[src/rtl/mem_pkg.sv]
// Shared memory-path definitions: store-buffer depth, byte-enable patterns
// and the layout of one buffered store entry.
package mem_pkg;

    localparam int SB_DEPTH = 4;

    localparam int ADDR_W = 32;
    localparam int DATA_W = 32;
    localparam int BE_W   = 4;
    localparam int PC_W   = 32;

    localparam logic [BE_W-1:0] BE_WORD  = 4'b1111;
    localparam logic [BE_W-1:0] BE_HALF0 = 4'b0011;
    localparam logic [BE_W-1:0] BE_HALF1 = 4'b1100;

    typedef struct packed {
        logic [ADDR_W-1:0] addr;
        logic [DATA_W-1:0] wdata;
        logic [BE_W-1:0]   be;
        logic [PC_W-1:0]   pc;
    } sb_entry_t;

endpackage

[src/rtl/dm_store_buffer_fifo.sv]
// In-order circular store FIFO with a per-entry word-address compare
// against the current load address.
module sb_fifo
    import mem_pkg::*;
#(
    parameter int DEPTH = SB_DEPTH,
    parameter int PTR_W = $clog2(DEPTH)
) (
    input  logic              clk,
    input  logic              reset,
    input  logic              push,
    input  sb_entry_t         push_entry,
    input  logic              pop,
    input  logic [29:0]       match_word,
    output sb_entry_t         head,
    output logic              full,
    output logic              empty,
    output logic [DEPTH-1:0]  match_vec
);

    sb_entry_t        entries [DEPTH];
    logic [PTR_W-1:0] wr_ptr;
    logic [PTR_W-1:0] rd_ptr;
    logic [PTR_W:0]   count;
    logic [PTR_W-1:0] offset;

    // Entry payloads need no reset; validity is tracked by the pointers and count.
    always_ff @(posedge clk) begin
        if (push) begin
            entries[wr_ptr] <= push_entry;
        end
    end

    always_ff @(posedge clk) begin
        if (!reset) begin
            wr_ptr <= '0;
            rd_ptr <= '0;
            count  <= '0;
        end else begin
            if (push) begin
                wr_ptr <= wr_ptr + PTR_W'(1);
            end
            if (pop) begin
                rd_ptr <= rd_ptr + PTR_W'(1);
            end
            case ({push, pop})
                2'b10:   count <= count + (PTR_W+1)'(1);
                2'b01:   count <= count - (PTR_W+1)'(1);
                default: count <= count;
            endcase
        end
    end

    // An entry is live when its distance from the read pointer is below count.
    always_comb begin
        match_vec = '0;
        offset    = '0;
        for (int i = 0; i < DEPTH; i++) begin
            offset = PTR_W'(i) - rd_ptr;
            if (({1'b0, offset} < count) && (entries[i].addr[31:2] == match_word)) begin
                match_vec[i] = 1'b1;
            end
        end
    end

    assign head  = entries[rd_ptr];
    assign full  = (count == (PTR_W+1)'(DEPTH));
    assign empty = (count == '0);

endmodule

[src/rtl/dm_store_buffer.sv]
// Store buffer owning the single DM port: loads take the port first, queued
// stores drain in order whenever no non-conflicting load is present.
module dm_store_buffer
    import mem_pkg::*;
#(
    parameter int DEPTH = SB_DEPTH,
    parameter int PTR_W = $clog2(DEPTH)
) (
    input  logic        clk,
    input  logic        reset,
    input  logic        st_valid,
    input  logic [31:0] st_addr,
    input  logic [31:0] st_wdata,
    input  logic [3:0]  st_be,
    input  logic [31:0] st_pc,
    input  logic        ld_valid,
    input  logic [31:0] ld_addr,
    output logic        stall,
    output logic        empty,
    output logic        dm_we,
    output logic [31:0] dm_addr,
    output logic [31:0] dm_wd,
    output logic [3:0]  dm_be,
    output logic [31:0] dm_pc
);

    sb_entry_t          push_entry;
    sb_entry_t          head;
    logic               full;
    logic               push;
    logic               drain;
    logic               ld_hit;
    logic [DEPTH-1:0]   match_vec;

    assign push_entry = '{addr: st_addr, wdata: st_wdata, be: st_be, pc: st_pc};

    sb_fifo #(
        .DEPTH (DEPTH),
        .PTR_W (PTR_W)
    ) u_fifo (
        .clk        (clk),
        .reset      (reset),
        .push       (push),
        .push_entry (push_entry),
        .pop        (drain),
        .match_word (ld_addr[31:2]),
        .head       (head),
        .full       (full),
        .empty      (empty),
        .match_vec  (match_vec)
    );

    // A conflicting load yields the port so the store it waits on can retire.
    assign ld_hit = ld_valid && (|match_vec);
    assign stall  = (st_valid && full) || ld_hit;
    assign push   = st_valid && !full;
    assign drain  = !empty && (!ld_valid || ld_hit);

    always_comb begin
        dm_we   = 1'b0;
        dm_addr = ld_addr;
        dm_wd   = '0;
        dm_be   = '0;
        dm_pc   = '0;
        if (drain) begin
            dm_we   = 1'b1;
            dm_addr = head.addr;
            dm_wd   = head.wdata;
            dm_be   = head.be;
            dm_pc   = head.pc;
        end
    end

endmodule
[config.mk]
export PLATFORM = sky130hd
export DESIGN_NAME = dm_store_buffer
export DESIGN_NICKNAME = d
export VERILOG_FILES = /design/src/rtl/mem_pkg.sv /design/src/rtl/dm_store_buffer_fifo.sv /design/src/rtl/dm_store_buffer.sv
export SDC_FILE = /design/constraint.sdc
export NUM_CORES = 1
export LEC_CHECK = 0
export BUFFER_PORTS_ARGS = -buffer_cell sky130_fd_sc_hd__buf_2
export CORE_MARGIN = 3
export CORE_UTILIZATION = 25
export CTS_CLUSTER_SIZE = 8
export DETAILED_ROUTE_END_ITERATION = 8
export PLACE_DENSITY_LB_ADDON = 0.05
export RECOVER_POWER = 100
export SYNTH_ARGS = -nofsm -noshare
export SYNTH_HDL_FRONTEND = slang
export SYNTH_SLANG_ARGS = --single-unit
export TNS_END_PERCENT = 10
[constraint.sdc]
create_clock -name clk -period 3.5 [get_ports clk]
set_input_delay 0.35 -clock clk [delete_from_list [all_inputs] [get_ports clk]]
set_output_delay 0.35 -clock clk [all_outputs]
set_load 0.1 [all_outputs]
Word-level counts from Yosys, hierarchy flattened. Memory sizes are Yosys's and may differ from the RTL's. A register that Yosys moved wholly into a read port is not among the register bits. Cells that the tools add are included.

Bits in registers: 7. Memory bits (writable): 400. Input port bits: 136. Word-level logic and storage cells: 53. Memories: 1.

Add/subtract/negate cells: 8. $lt $le $gt $ge: 4. Eq/ne operators: 7. Mux-type cells: 14. Reduce and logical (&&, ||, !) cells: 16.

Memory list: u_fifo.entries (words 4, bits a word 100, read ports 5, clocked after Yosys merged registers in 1, write ports 1, RTL line dm_store_buffer_fifo.sv:21) `sb_entry_t entries [DEPTH];`.

Operator list (count): 30-bit == test (4); 32-bit two-way mux (3); 2-bit by 3-bit less-than comparator with 1-bit output (4); 1-bit logical AND (8); 1-bit two-way mux (7); 3-bit case mux with 2 select lines (1); 2-bit by 1-bit adder with 2-bit output, second input constant (2); 2-bit two-way mux (2); 4-bit two-way mux (1); 4-bit OR reduction (1); 1-bit by 2-bit subtractor with 2-bit output, first input constant (2); 2-bit subtractor, first input constant (2); 3-bit by 1-bit adder with 3-bit output, second input constant (1); 3-bit == test, second input constant (1); 1-bit zero test (3); 3-bit zero test (1); 3-bit by 1-bit subtractor with 3-bit output, second input constant (1); 2-bit by 1-bit == test with 1-bit output, second input constant (1); 2-bit == test, second input constant (1); 1-bit logical OR (2); 2-bit nonzero test (1).

Longest topological paths before layout. Gate-level depths: netlist of the first run.

Word-level depth: 10. Depth in mapped cells: 16. Depth with buffers taken out: 14.

Hierarchy. A second synthesis of the first run with hierarchy kept.

Cell total of the unflattened synthesis: 863. Area total of the unflattened synthesis: 17280.3 um^2.

By module, submodules not included: sb_fifo (times used 1, cells an instance 746, area each 16248.1 um^2, sequential area each 12191.7 um^2); dm_store_buffer (times used 1, cells an instance 117, area each 1032.2 um^2, sequential area each 0.0 um^2).

Least setup slack after synthesis of the first run. Ideal clock, no wire load.

Path type: input to output. Start point: input ld_addr[19]. End point: output stall. Data arrival time: 3.671 ns. Slack: -0.521 ns. Cell stages on the path: 7. Buffers on the path: 1. Cells stage by stage: buf_2 -> xor2_1 -> nor4_1 -> nand4_1 -> a2111oi_2 -> nor4_2 -> o21ai_0.

Word-level cells in the longest chain between the ends: 6.

RTL lines: from (decl) (RTL line dm_store_buffer.sv:17) `input logic [31:0] ld_addr,`; 30-bit == test (RTL line dm_store_buffer_fifo.sv:60) `if (({1'b0, offset} < count) && (entries[i].addr[31:2] == match_word)) begin`; 1-bit logical AND (RTL line dm_store_buffer_fifo.sv:60); 1-bit two-way mux (RTL line dm_store_buffer_fifo.sv:60); 4-bit OR reduction * (RTL line dm_store_buffer.sv:54) `assign ld_hit = ld_valid && (|match_vec);`; 1-bit logical AND * (RTL line dm_store_buffer.sv:54); 1-bit logical OR * (RTL line dm_store_buffer.sv:55) `assign stall = (st_valid && full) || ld_hit;`; to (decl) (RTL line dm_store_buffer.sv:18) `output logic stall,`.

Mark *: on every way between the ends. The rest lies on a longest branch, timed or not.

==> results of run 1 <==
## sequential cells by signal, summed over array words and instances, names as in the netlist, named ones only
register and cells:
u_fifo.rd_ptr 2, u_fifo.wr_ptr 2, u_fifo.count 3, u_fifo.entries 400
## path summary, 6_finish.rpt
check	start	to	slack (ns)	cells past startpoint
max	u_fifo.entries[0][92]$_DFFE_PP_	dm_addr[2]	-0.23	12
min	reset	u_fifo.count[2]$_SDFFE_PN0P_	0.14	2
max reg2reg	u_fifo.entries[0][92]$_DFFE_PP_	u_fifo.count[2]$_SDFFE_PN0P_	0.22	14
min reg2reg	u_fifo.wr_ptr[1]$_SDFFE_PN0P_	u_fifo.wr_ptr[1]$_SDFFE_PN0P_	0.56	2
## per-layer routing
layer	wire (um)	vias up	track usage [%]	share of wire [%]
li1	-	4304	-	-
met2	25300	225	23.4	50
met1	21500	4897	17.8	42
met3	3150	69	3.81	6.2
met4	1040	0	3.73	2.0
met5	0	-	0	0
## timing repair
action                                 CTS  global route
endpoints found under the hold margin  400             0
buffers inserted                         4             0
resized for setup                      222            14
cloned                                   4             2
setup endpoints to repair              103           103
hold buffers                           100             0
pin swaps                                6             0
## stage by stage
step | hold slack (ns) | std cells | setup TNS (ns) | power [mW] | setup WS [ns]
final | 0.140 | 2225 | -16.53 | 20.2 | -0.232
after CTS | 0.0786 | 2216 | -18.74 | 20.6 | -0.240
after global routing | 0.110 | 2219 | -30.89 | 21.1 | -0.364
after global placement | 0.566 | 2035 | -7.73 | 14.4 | -0.186
after detailed placement | 0.556 | 2035 | -14.23 | 14.4 | -0.246
after floorplan | 0.449 | 904 | -50.42 | 11.6 | -0.168
## area by class of cell
| type | instances | share of cell area [%] |
|---|---|---|
| flip-flops and latches | 409 | 50.0 |
| well taps | 921 | 4.73 |
| diodes | 7 | 0.0718 |
| clock inverters | 2 | 0.0975 |
| repair buffers | 385 | 17.2 |
| multi-input cells | 414 | 21.4 |
| inverters | 16 | 0.246 |
| clock buffers | 71 | 6.19 |
## Yosys cell counts (4+ instances only)
| cell | n |
|---|---|
| edfxtp_1 | 400 |
| xor2_1 | 109 |
| mux4_2 | 100 |
| and2_1 | 75 |
| buf_2 | 37 |
| mux2_1 | 30 |
| nor4_1 | 24 |
| clkbuf_1 | 23 |
| inv_1 | 16 |
| xnor2_1 | 15 |
| dfxtp_1 | 9 |
| ha_1 | 9 |
| nand3_1 | 7 |
| nand4_1 | 7 |
| nor3_1 | 4 |
| o2111ai_1 | 4 |
## logic make-up (layout without fill, tap and decap cells)
family          Yosys count  in the layout  synth area share (%)
xor+xnor                124            124                  6.26
fa+ha+maj                10             10                 0.764
buf+inv                  81            474                  2.17
simple gates            125            125                  4.43
compound gates           22             22                  1.02
other cells               0              7                     0
mux                     133            133                  15.1
flops                   409            409                  70.2
## power groups by stage
stage	Sequential, mW	Clock [mW]	Combinational [mW]
2_1_floorplan	6.20	0	5.39
3_3_place_gp	6.30	0	8.07
3_5_place_dp	6.31	0	8.04
4_1_cts	6.22	5.12	9.23
5_1_grt	6.27	5.31	9.55
6_report	6.21	4.89	9.11
## placed cells by master, fill, tap and decap left out, types with 2 or more instances in the layout
cell,Yosys,routed
nand2_1,2,2
buf_12,0,104
mux4_2,100,100
buf_6,3,15
inv_1,16,16
clkbuf_16,0,60
dlygate4sd3_1,0,100
buf_16,0,6
or3_1,2,2
buf_2,37,36
o21ai_0,3,2
xnor2_1,15,14
buf_4,1,19
and2_4,0,68
nor4_2,1,9
nand4_1,7,7
diode_2,0,7
dfxtp_1,9,7
mux2_1,30,15
nor4_1,24,14
nor4_4,0,2
edfxtp_1,400,400
and2_1,75,4
a2111oi_4,0,4
clkbuf_1,23,112
a31oi_1,2,2
ha_1,9,9
o211ai_1,3,3
nor3_1,4,3
xor2_2,0,3
and2_2,0,2
nand3_1,7,6
clkbuf_4,0,2
o2111ai_1,4,3
dfxtp_4,0,2
mux2_4,0,16
xor2_1,109,106
==> results_dict.tcl, run 1 <==
set metrics [dict create \
    arrival_ns 3.38 \
    die_y_um 269 \
    gp_congestion 0.755 \
    max_slew_margin_pct 19.4 \
    antenna_found_initial 6 \
    maxClockFrequency_ghz 0.268 \
    cp_top_family "buffers and inverters" \
    ys.flop_type "edfxtp_1" \
    vias 9495 \
    crit_fanout 5 \
    synth_nets 1050 \
    grt_pass1_vias 10856 \
    worst_slack_ns -0.232 \
    multiInputGateArea_mm2 0.00523 \
    final_util_pct 35.9 \
    cpPeakStageDelay_ns 0.41 \
    dr.pass1.iters 4 \
    start_kind "flip-flop" \
    final-seq-area_mm2 0.0122 \
    io_buffers 238 \
    power.density_mw_per_mm2 829 \
    violations "negative setup slack" \
    critPathBufInv 5 \
    ys_warn_count 0 \
    cts-root-buf "clkbuf_16" \
    synth_area_leader_cell "edfxtp_1" \
    power_frac_seq_pct 30.7 \
    p_switching_mw 7.70 \
    numCtsBuffers 57 \
    drive_gt1_share_pct 35.4 \
    end_kind "output pin" \
    p_leak_nw 8.11 \
    fp.dieW_um 269 \
    clkLatencyLatePin_ns 0.59 \
    wire_per_inst_um 22.9 \
    worstMarginPinSlew_ns 1.21 \
    yosys-top-cells-area "edfxtp_1 69%, mux4_2 13%, xor2_1 5.5%, and2_1 2.7%, mux2_1 1.9%" \
    rsz0062_at_grt "true" \
    coreArea_mm2 0.0680 \
    viasPerCell 4.27 \
    design_area_mm2 0.0244 \
    hp-class "input port to flip-flop" \
    antenna_left 0 \
    nets 1429 \
    outcome "complete, but fails checks" \
    clk_pin_slew_ns 0.05 \
    routed_wl_um 50900 \
    fill_cells 6523 \
    syn_inst 904 \
    syn_to_final_growth_pct 40.5 \
    grt.overflow.total 0 \
    grt_max_degree 59 \
    drv_cap 0 \
    drcViolationCount 0 \
    cp_cell_sequence "xor2_1 -> nor4_2 -> buf_4 -> nand4_1 -> a2111oi_4 -> nor4_4 -> a21oi_4 -> buf_12 -> buf_12 -> clkbuf_16 -> mux2_4 -> buf_12" \
    grt_use_total_pct 14.0 \
    io_pins 239 \
    syn_area_per_cell_um2 19.2 \
    synthArstFlopShare_pct 0 \
    fin_skew_ns 0.0217 \
    ys_seq_area_share_pct 70.2 \
    setup_viol 101 \
    first_iter_violations 523 \
    synth_seq_cells 409 \
    combPwrFrac_pct 45.1 \
    cts_tree "done" \
    slew_violations 0 \
    intPower_mw 12.5 \
    dpl_cell_area_mm2 0.0210 \
    finalCritPeriodShare_pct 107 \
    initial_utilization_pct 25.5 \
    hold_viol_final 0 \
    synth_edf_count 400 \
    synth.distinct_cells 38 \
    synth_top_area_share_pct 69.2 \
    grt_pass1_wl_um 75000 \
    cts_max_path_buffers 3 \
    syn_area_mm2 0.0174 \
    clkPwrFrac_pct 24.2 \
    dp_hpwl_um 32900 \
    num_rows 95 \
    die-area_mm2 0.0726 \
    ir_drop_mv 0.430 \
    p_sw_share_pct 38.1 \
    worst_path_max_delay_cell "edfxtp_1" \
    critPathRequiredTime_ns 3.15 \
    critPathKind "flip-flop to output pin" \
    timing.critical_path.mode_cell "buf_12" \
    clock-sinks 409 \
    htree_levels 2 \
    final.min_clock_period_ns 3.73 \
]
Power figures use the tool's default switching activity.
==> inputs of run 2 (changes only) <==
--- a/config.mk
+++ b/config.mk
@@ -8,10 +8,9 @@
 export BUFFER_PORTS_ARGS = -buffer_cell sky130_fd_sc_hd__buf_2
 export CORE_MARGIN = 3
 export CORE_UTILIZATION = 25
-export CTS_CLUSTER_SIZE = 8
 export DETAILED_ROUTE_END_ITERATION = 8
 export PLACE_DENSITY_LB_ADDON = 0.05
-export RECOVER_POWER = 100
+export RECOVER_POWER = 25
 export SYNTH_ARGS = -nofsm -noshare
 export SYNTH_HDL_FRONTEND = slang
 export SYNTH_SLANG_ARGS = --single-unit
==> results_dict.tcl, run 2 (same netlist as run 1, synthesis figures left out) <==
set metrics [dict create \
    antenna_left 0 \
    crit_fanout 10 \
    timing.critical_path.mode_cell "buf_12" \
    final.min_clock_period_ns 3.71 \
    viasPerCell 4.23 \
    hold-worst-slack_ns 0.130 \
    numCtsBuffers 48 \
    end_kind "output pin" \
    place_inst 2035 \
    worstReg2RegStart "u_fifo.entries[3][70]$_DFFE_PP_" \
    htree_levels 2 \
    layout_common_cells "400 x edfxtp_1, 107 x xor2_1, 106 x buf_12" \
    cp_top_family "buffers and inverters" \
    outcome "complete, but fails checks" \
    final_util_pct 35.7 \
    dr.pass1.iters 4 \
    num_rows 95 \
    clkLatencyLatePin_ns 0.57 \
    nets 1418 \
    grt_pass1_vias 10729 \
    first_iter_violations 481 \
    multiInputGateArea_mm2 0.00516 \
    vias 9447 \
    critPathKind "flip-flop to output pin" \
    wire_per_inst_um 22.7 \
    final-seq-area_mm2 0.0122 \
    antenna_found_initial 6 \
    design_area_mm2 0.0243 \
    path_depth 12 \
    routed_wl_um 50600 \
    die_y_um 269 \
    grt_max_degree 59 \
    place_ws_ns -0.246 \
    finalCritPeriodShare_pct 106 \
    initial_utilization_pct 25.5 \
    critPathRequiredTime_ns 3.15 \
    cts_tree "done" \
    rr_worst_depth 15 \
    worstMarginPinSlew_ns 0.682 \
    max_slew_margin_pct 54.5 \
    grt_use_total_pct 14.0 \
    cp-startpoint "u_fifo.entries[3][70]$_DFFE_PP_" \
    syn_to_final_growth_pct 39.9 \
    ir_drop_mv 0.427 \
    min-delay-start "st_addr[11]" \
    whs_path_depth 1 \
    clk_pin_slew_ns 0.06 \
    maxClockFrequency_ghz 0.270 \
    grt.overflow.total 0 \
    violations "negative setup slack" \
    arrival_ns 3.36 \
    instances_no_fill 2233 \
    cp_cell_sequence "xor2_1 -> nor4_2 -> buf_4 -> nand4_1 -> a2111oi_4 -> nor4_2 -> a21oi_4 -> buf_12 -> buf_12 -> buf_16 -> mux2_4 -> buf_12" \
    worst_path_max_delay_cell "edfxtp_1" \
    drv_cap 0 \
    top_register "u_fifo.entries" \
    dp_hpwl_um 32900 \
    fill_cells 6545 \
    io_buffers 238 \
    p_leak_nw 8.18 \
    drt-met1-wl_um 21800 \
    rsz0062_at_grt "true" \
    hp-class "input port to flip-flop" \
    setup_viol 101 \
    io_pins 239 \
    grt_pass1_wl_um 74900 \
    fin_skew_ns 0.0117 \
    finalPower_mw 19.9 \
    gp_congestion 0.755 \
    final_common_cell "edfxtp_1" \
    die-area_mm2 0.0726 \
    cts-root-buf "clkbuf_16" \
    coreArea_mm2 0.0680 \
    wl_met2_um 25000 \
    cpPeakStageDelay_ns 0.41 \
    topRoutingLayerUsed "met5" \
    fin_setup_tns_ns -13.74 \
    hold_viol_final 0 \
    fp.dieW_um 269 \
    largest_reg_flops 400 \
    drcViolationCount 0 \
    slew_violations 0 \
    largestRegisters "u_fifo.entries x400, u_fifo.count x3" \
    cts_max_path_buffers 3 \
    power.density_mw_per_mm2 821 \
    drive_gt1_share_pct 38.6 \
    wl_met3_um 2700 \
    worst_slack_ns -0.208 \
    dpl_cell_area_mm2 0.0210 \
    clock-sinks 409 \
    start_kind "flip-flop" \
    critPathBufInv 5 \
]
[run 2: final cells by class]
cell class | instances | share of cell area (%)
diodes | 5 | 0.0515
clock buffers | 53 | 5.11
clock inverters | 32 | 0.840
inverters | 16 | 0.247
multi-input cells | 414 | 21.3
flip-flops and latches | 409 | 50.3
well taps | 921 | 4.75
repair buffers | 383 | 17.5
[run 2: repair_timing]
item,in CTS,in global routing
buffers inserted,4,0
hold endpoints to repair,396,0
pin swaps,7,0
setup endpoints to repair,103,103
gates resized for setup,222,5
hold buffers,99,0
cloned,4,1
[run 2: path summary, 6_finish.rpt]
kind / endpoint / slack [ns]
worst max-delay path: dm_addr[10] / -0.21
worst min-delay path: u_fifo.entries[1][79]$_DFFE_PP_ / 0.13
worst max register to register: u_fifo.count[2]$_SDFFE_PN0P_ / 0.10
worst min register to register: u_fifo.wr_ptr[1]$_SDFFE_PN0P_ / 0.56
[run 2: power by group]
part,total [mW],leakage (nW),internal (mW),switching [mW]
sequential,6.20,3.75,5.95,0.253
combinational,9.08,3.73,3.59,5.48
clock,4.64,0.706,2.68,1.96
total,19.9,8.18,12.2,7.70
[run 2: layer usage]
| layer | up-vias | GRT usage [%] |
|---|---|---|
| li1 | 4300 | - |
| met1 | 4891 | 18.1 |
| met2 | 183 | 23.3 |
| met3 | 71 | 3.56 |
| met4 | 2 | 3.81 |
| met5 | - | 0 |
==> inputs of run 3 (changes only) <==
--- a/config.mk
+++ b/config.mk
@@ -7,7 +7,7 @@
 export LEC_CHECK = 0
 export BUFFER_PORTS_ARGS = -buffer_cell sky130_fd_sc_hd__buf_2
 export CORE_MARGIN = 3
-export CORE_UTILIZATION = 25
+export CORE_UTILIZATION = 46
 export DETAILED_ROUTE_END_ITERATION = 8
 export PLACE_DENSITY_LB_ADDON = 0.05
 export RECOVER_POWER = 25
==> results_dict.tcl, run 3 (same netlist as run 1, synthesis figures left out) <==
set metrics [dict create \
    outcome "complete, but fails checks" \
    violations "negative setup slack" \
    critPathKind "flip-flop to output pin" \
    maxClockFrequency_ghz 0.274 \
    fp.dieW_um 200 \
    grt_pass1_vias 10043 \
    fin_skew_ns 0.0165 \
    drive_gt1_share_pct 35.5 \
    setup_viol 99 \
    worstReg2RegStart "u_fifo.entries[1][73]$_DFFE_PP_" \
    worstMarginPinSlew_ns 0.661 \
    numCtsBuffers 43 \
    rr_worst_depth 13 \
    layout_common_cells "400 x edfxtp_1, 108 x xor2_1, 100 x mux4_2" \
    grtUsageMet3_pct 4.89 \
    whs_endpoint "u_fifo.entries[1][80]$_DFFE_PP_" \
    die_y_um 200 \
    cts_tree "done" \
    largestRegisters "u_fifo.entries x400, u_fifo.count x3" \
    gr-usage-met1_pct 27.1 \
    clock-sinks 409 \
    r2r-end "u_fifo.count[2]$_SDFFE_PN0P_" \
    antenna_left 0 \
    dp_hpwl_um 26200 \
    p_leak_nw 7.88 \
    num_rows 70 \
    fin_setup_tns_ns -6.48 \
    dpl_cell_area_mm2 0.0203 \
    top_usage_layer "met2" \
    critPathRequiredTime_ns 3.15 \
    wire_per_inst_um 22.7 \
    syn_to_final_growth_pct 33.2 \
    rsz0062_at_grt "true" \
    htree_levels 2 \
    power.density_mw_per_mm2 825 \
    arrival_ns 3.30 \
    grt_pass1_wl_um 61200 \
    initial_utilization_pct 47.1 \
    clk_pin_slew_ns 0.06 \
    worst_path_max_delay_cell "a2111oi_4" \
    grt.overflow.total 0 \
    routed_wl_um 40400 \
    slew_violations 0 \
    drv_cap 0 \
    first_iter_violations 518 \
    hp-class "input port to flip-flop" \
    min-delay-start "st_addr[12]" \
    design_area_mm2 0.0231 \
    grt_max_degree 63 \
    place_inst 1614 \
    max_slew_margin_pct 55.9 \
    vias 9337 \
    finalCritPeriodShare_pct 104 \
    crit_fanout 7 \
    regToRegSetupSlack_ns 0.22 \
    start_kind "flip-flop" \
    die-area_mm2 0.0401 \
    antenna_found_initial 2 \
    final.min_clock_period_ns 3.65 \
    gp_congestion 0.794 \
    io_pins 239 \
    final_util_pct 62.7 \
    top_register "u_fifo.entries" \
    nets 1389 \
    grt_use_total_pct 20.1 \
    met2_usage_pct 33.3 \
    cp_cell_sequence "xor2_1 -> nor4_1 -> nand3_1 -> a2111oi_4 -> nor4_4 -> a21oi_4 -> buf_6 -> clkbuf_16 -> mux2_2 -> buf_8" \
    drcViolationCount 0 \
    fill_cells 2689 \
    cts-root-buf "clkbuf_16" \
    cpPeakStageDelay_ns 0.42 \
    worst_slack_ns -0.148 \
    finalPower_mw 19.1 \
    io_buffers 238 \
    clkLatencyLatePin_ns 0.56 \
    largest_reg_flops 400 \
    whs_path_depth 1 \
    coreArea_mm2 0.0369 \
    dr.pass1.iters 5 \
    end_kind "output pin" \
    viasPerCell 5.25 \
    hold_viol_final 0 \
    instances_no_fill 1778 \
    ir_drop_mv 0.552 \
    final_common_cell "edfxtp_1" \
    cts_max_path_buffers 3 \
]
==> run 3: worst max-delay path, delay by kind of cell, from the launching register on <==
kind,cells,cell delay [ns]
compound gates,2,0.62
xor+xnor,1,0.16
buf+inv,3,0.52
flops,1,0.40
mux,1,0.36
simple gates,3,0.69
==> run 3: worst max path at each step <==
stage | startpoint | end | slack [ns] | cells after the start
4_1_cts | u_fifo.entries[0][86]$_DFFE_PP_ | dm_addr[16] | -0.19 | 11
5_1_grt | u_fifo.entries[0][92]$_DFFE_PP_ | dm_addr[1] | -0.28 | 10
2_1_floorplan | u_fifo.count[2]$_SDFFE_PN0P_ | u_fifo.entries[3][0]$_DFFE_PP_ | -0.17 | 3
6_report | u_fifo.entries[1][73]$_DFFE_PP_ | dm_addr[22] | -0.15 | 10
3_5_place_dp | ld_addr[10] | u_fifo.count[2]$_SDFFE_PN0P_ | 0.009 | 13
3_3_place_gp | ld_addr[12] | u_fifo.count[2]$_SDFFE_PN0P_ | 0.07 | 14
==> run 3: final cells by class <==
class,instances,area [um2],share of cell area (%)
Sequential cell,409,12200,52.8
Clock inverter,21,288,1.24
Antenna cell,1,2.50,0.0108
Tap cell,504,631,2.73
Multi-Input combinational cell,414,5070,21.9
Clock buffer,54,1140,4.92
Timing Repair Buffer,359,3730,16.1
Inverter,16,60.1,0.260
==> run 3: stage by stage <==
step / setup WS, ns / hold slack [ns]
after CTS: -0.187 / 0.000156
after detailed placement: 0.00885 / 0.556
after floorplan: -0.168 / 0.449
after global placement: 0.0734 / 0.559
final: -0.148 / 0.0812
after global routing: -0.280 / 0.0850
==> run 3: timing repair <==
action / CTS / global route
endpoints found under the hold margin: 311 / 0
endpoints found under the setup margin: 102 / 103
resized for setup: 111 / 53
pin swaps: 6 / 5
setup buffers: 3 / 2
gates cloned: 1 / 1
hold buffers: 82 / 0
==> run 3: power by group <==
part,internal [mW],leakage [nW],switching (mW),total (mW)
Combinational,3.12,3.45,5.13,8.24
Sequential,5.95,3.75,0.289,6.24
Clock,2.81,0.689,1.79,4.61
Total,11.9,7.88,7.21,19.1
==> run 3: layer usage <==
layer | share of wire [%] | wire length, um
met2 | 50 | 20300
met1 | 42 | 17100
met5 | 0.032 | 13
met3 | 6.0 | 2420
met4 | 1.5 | 599
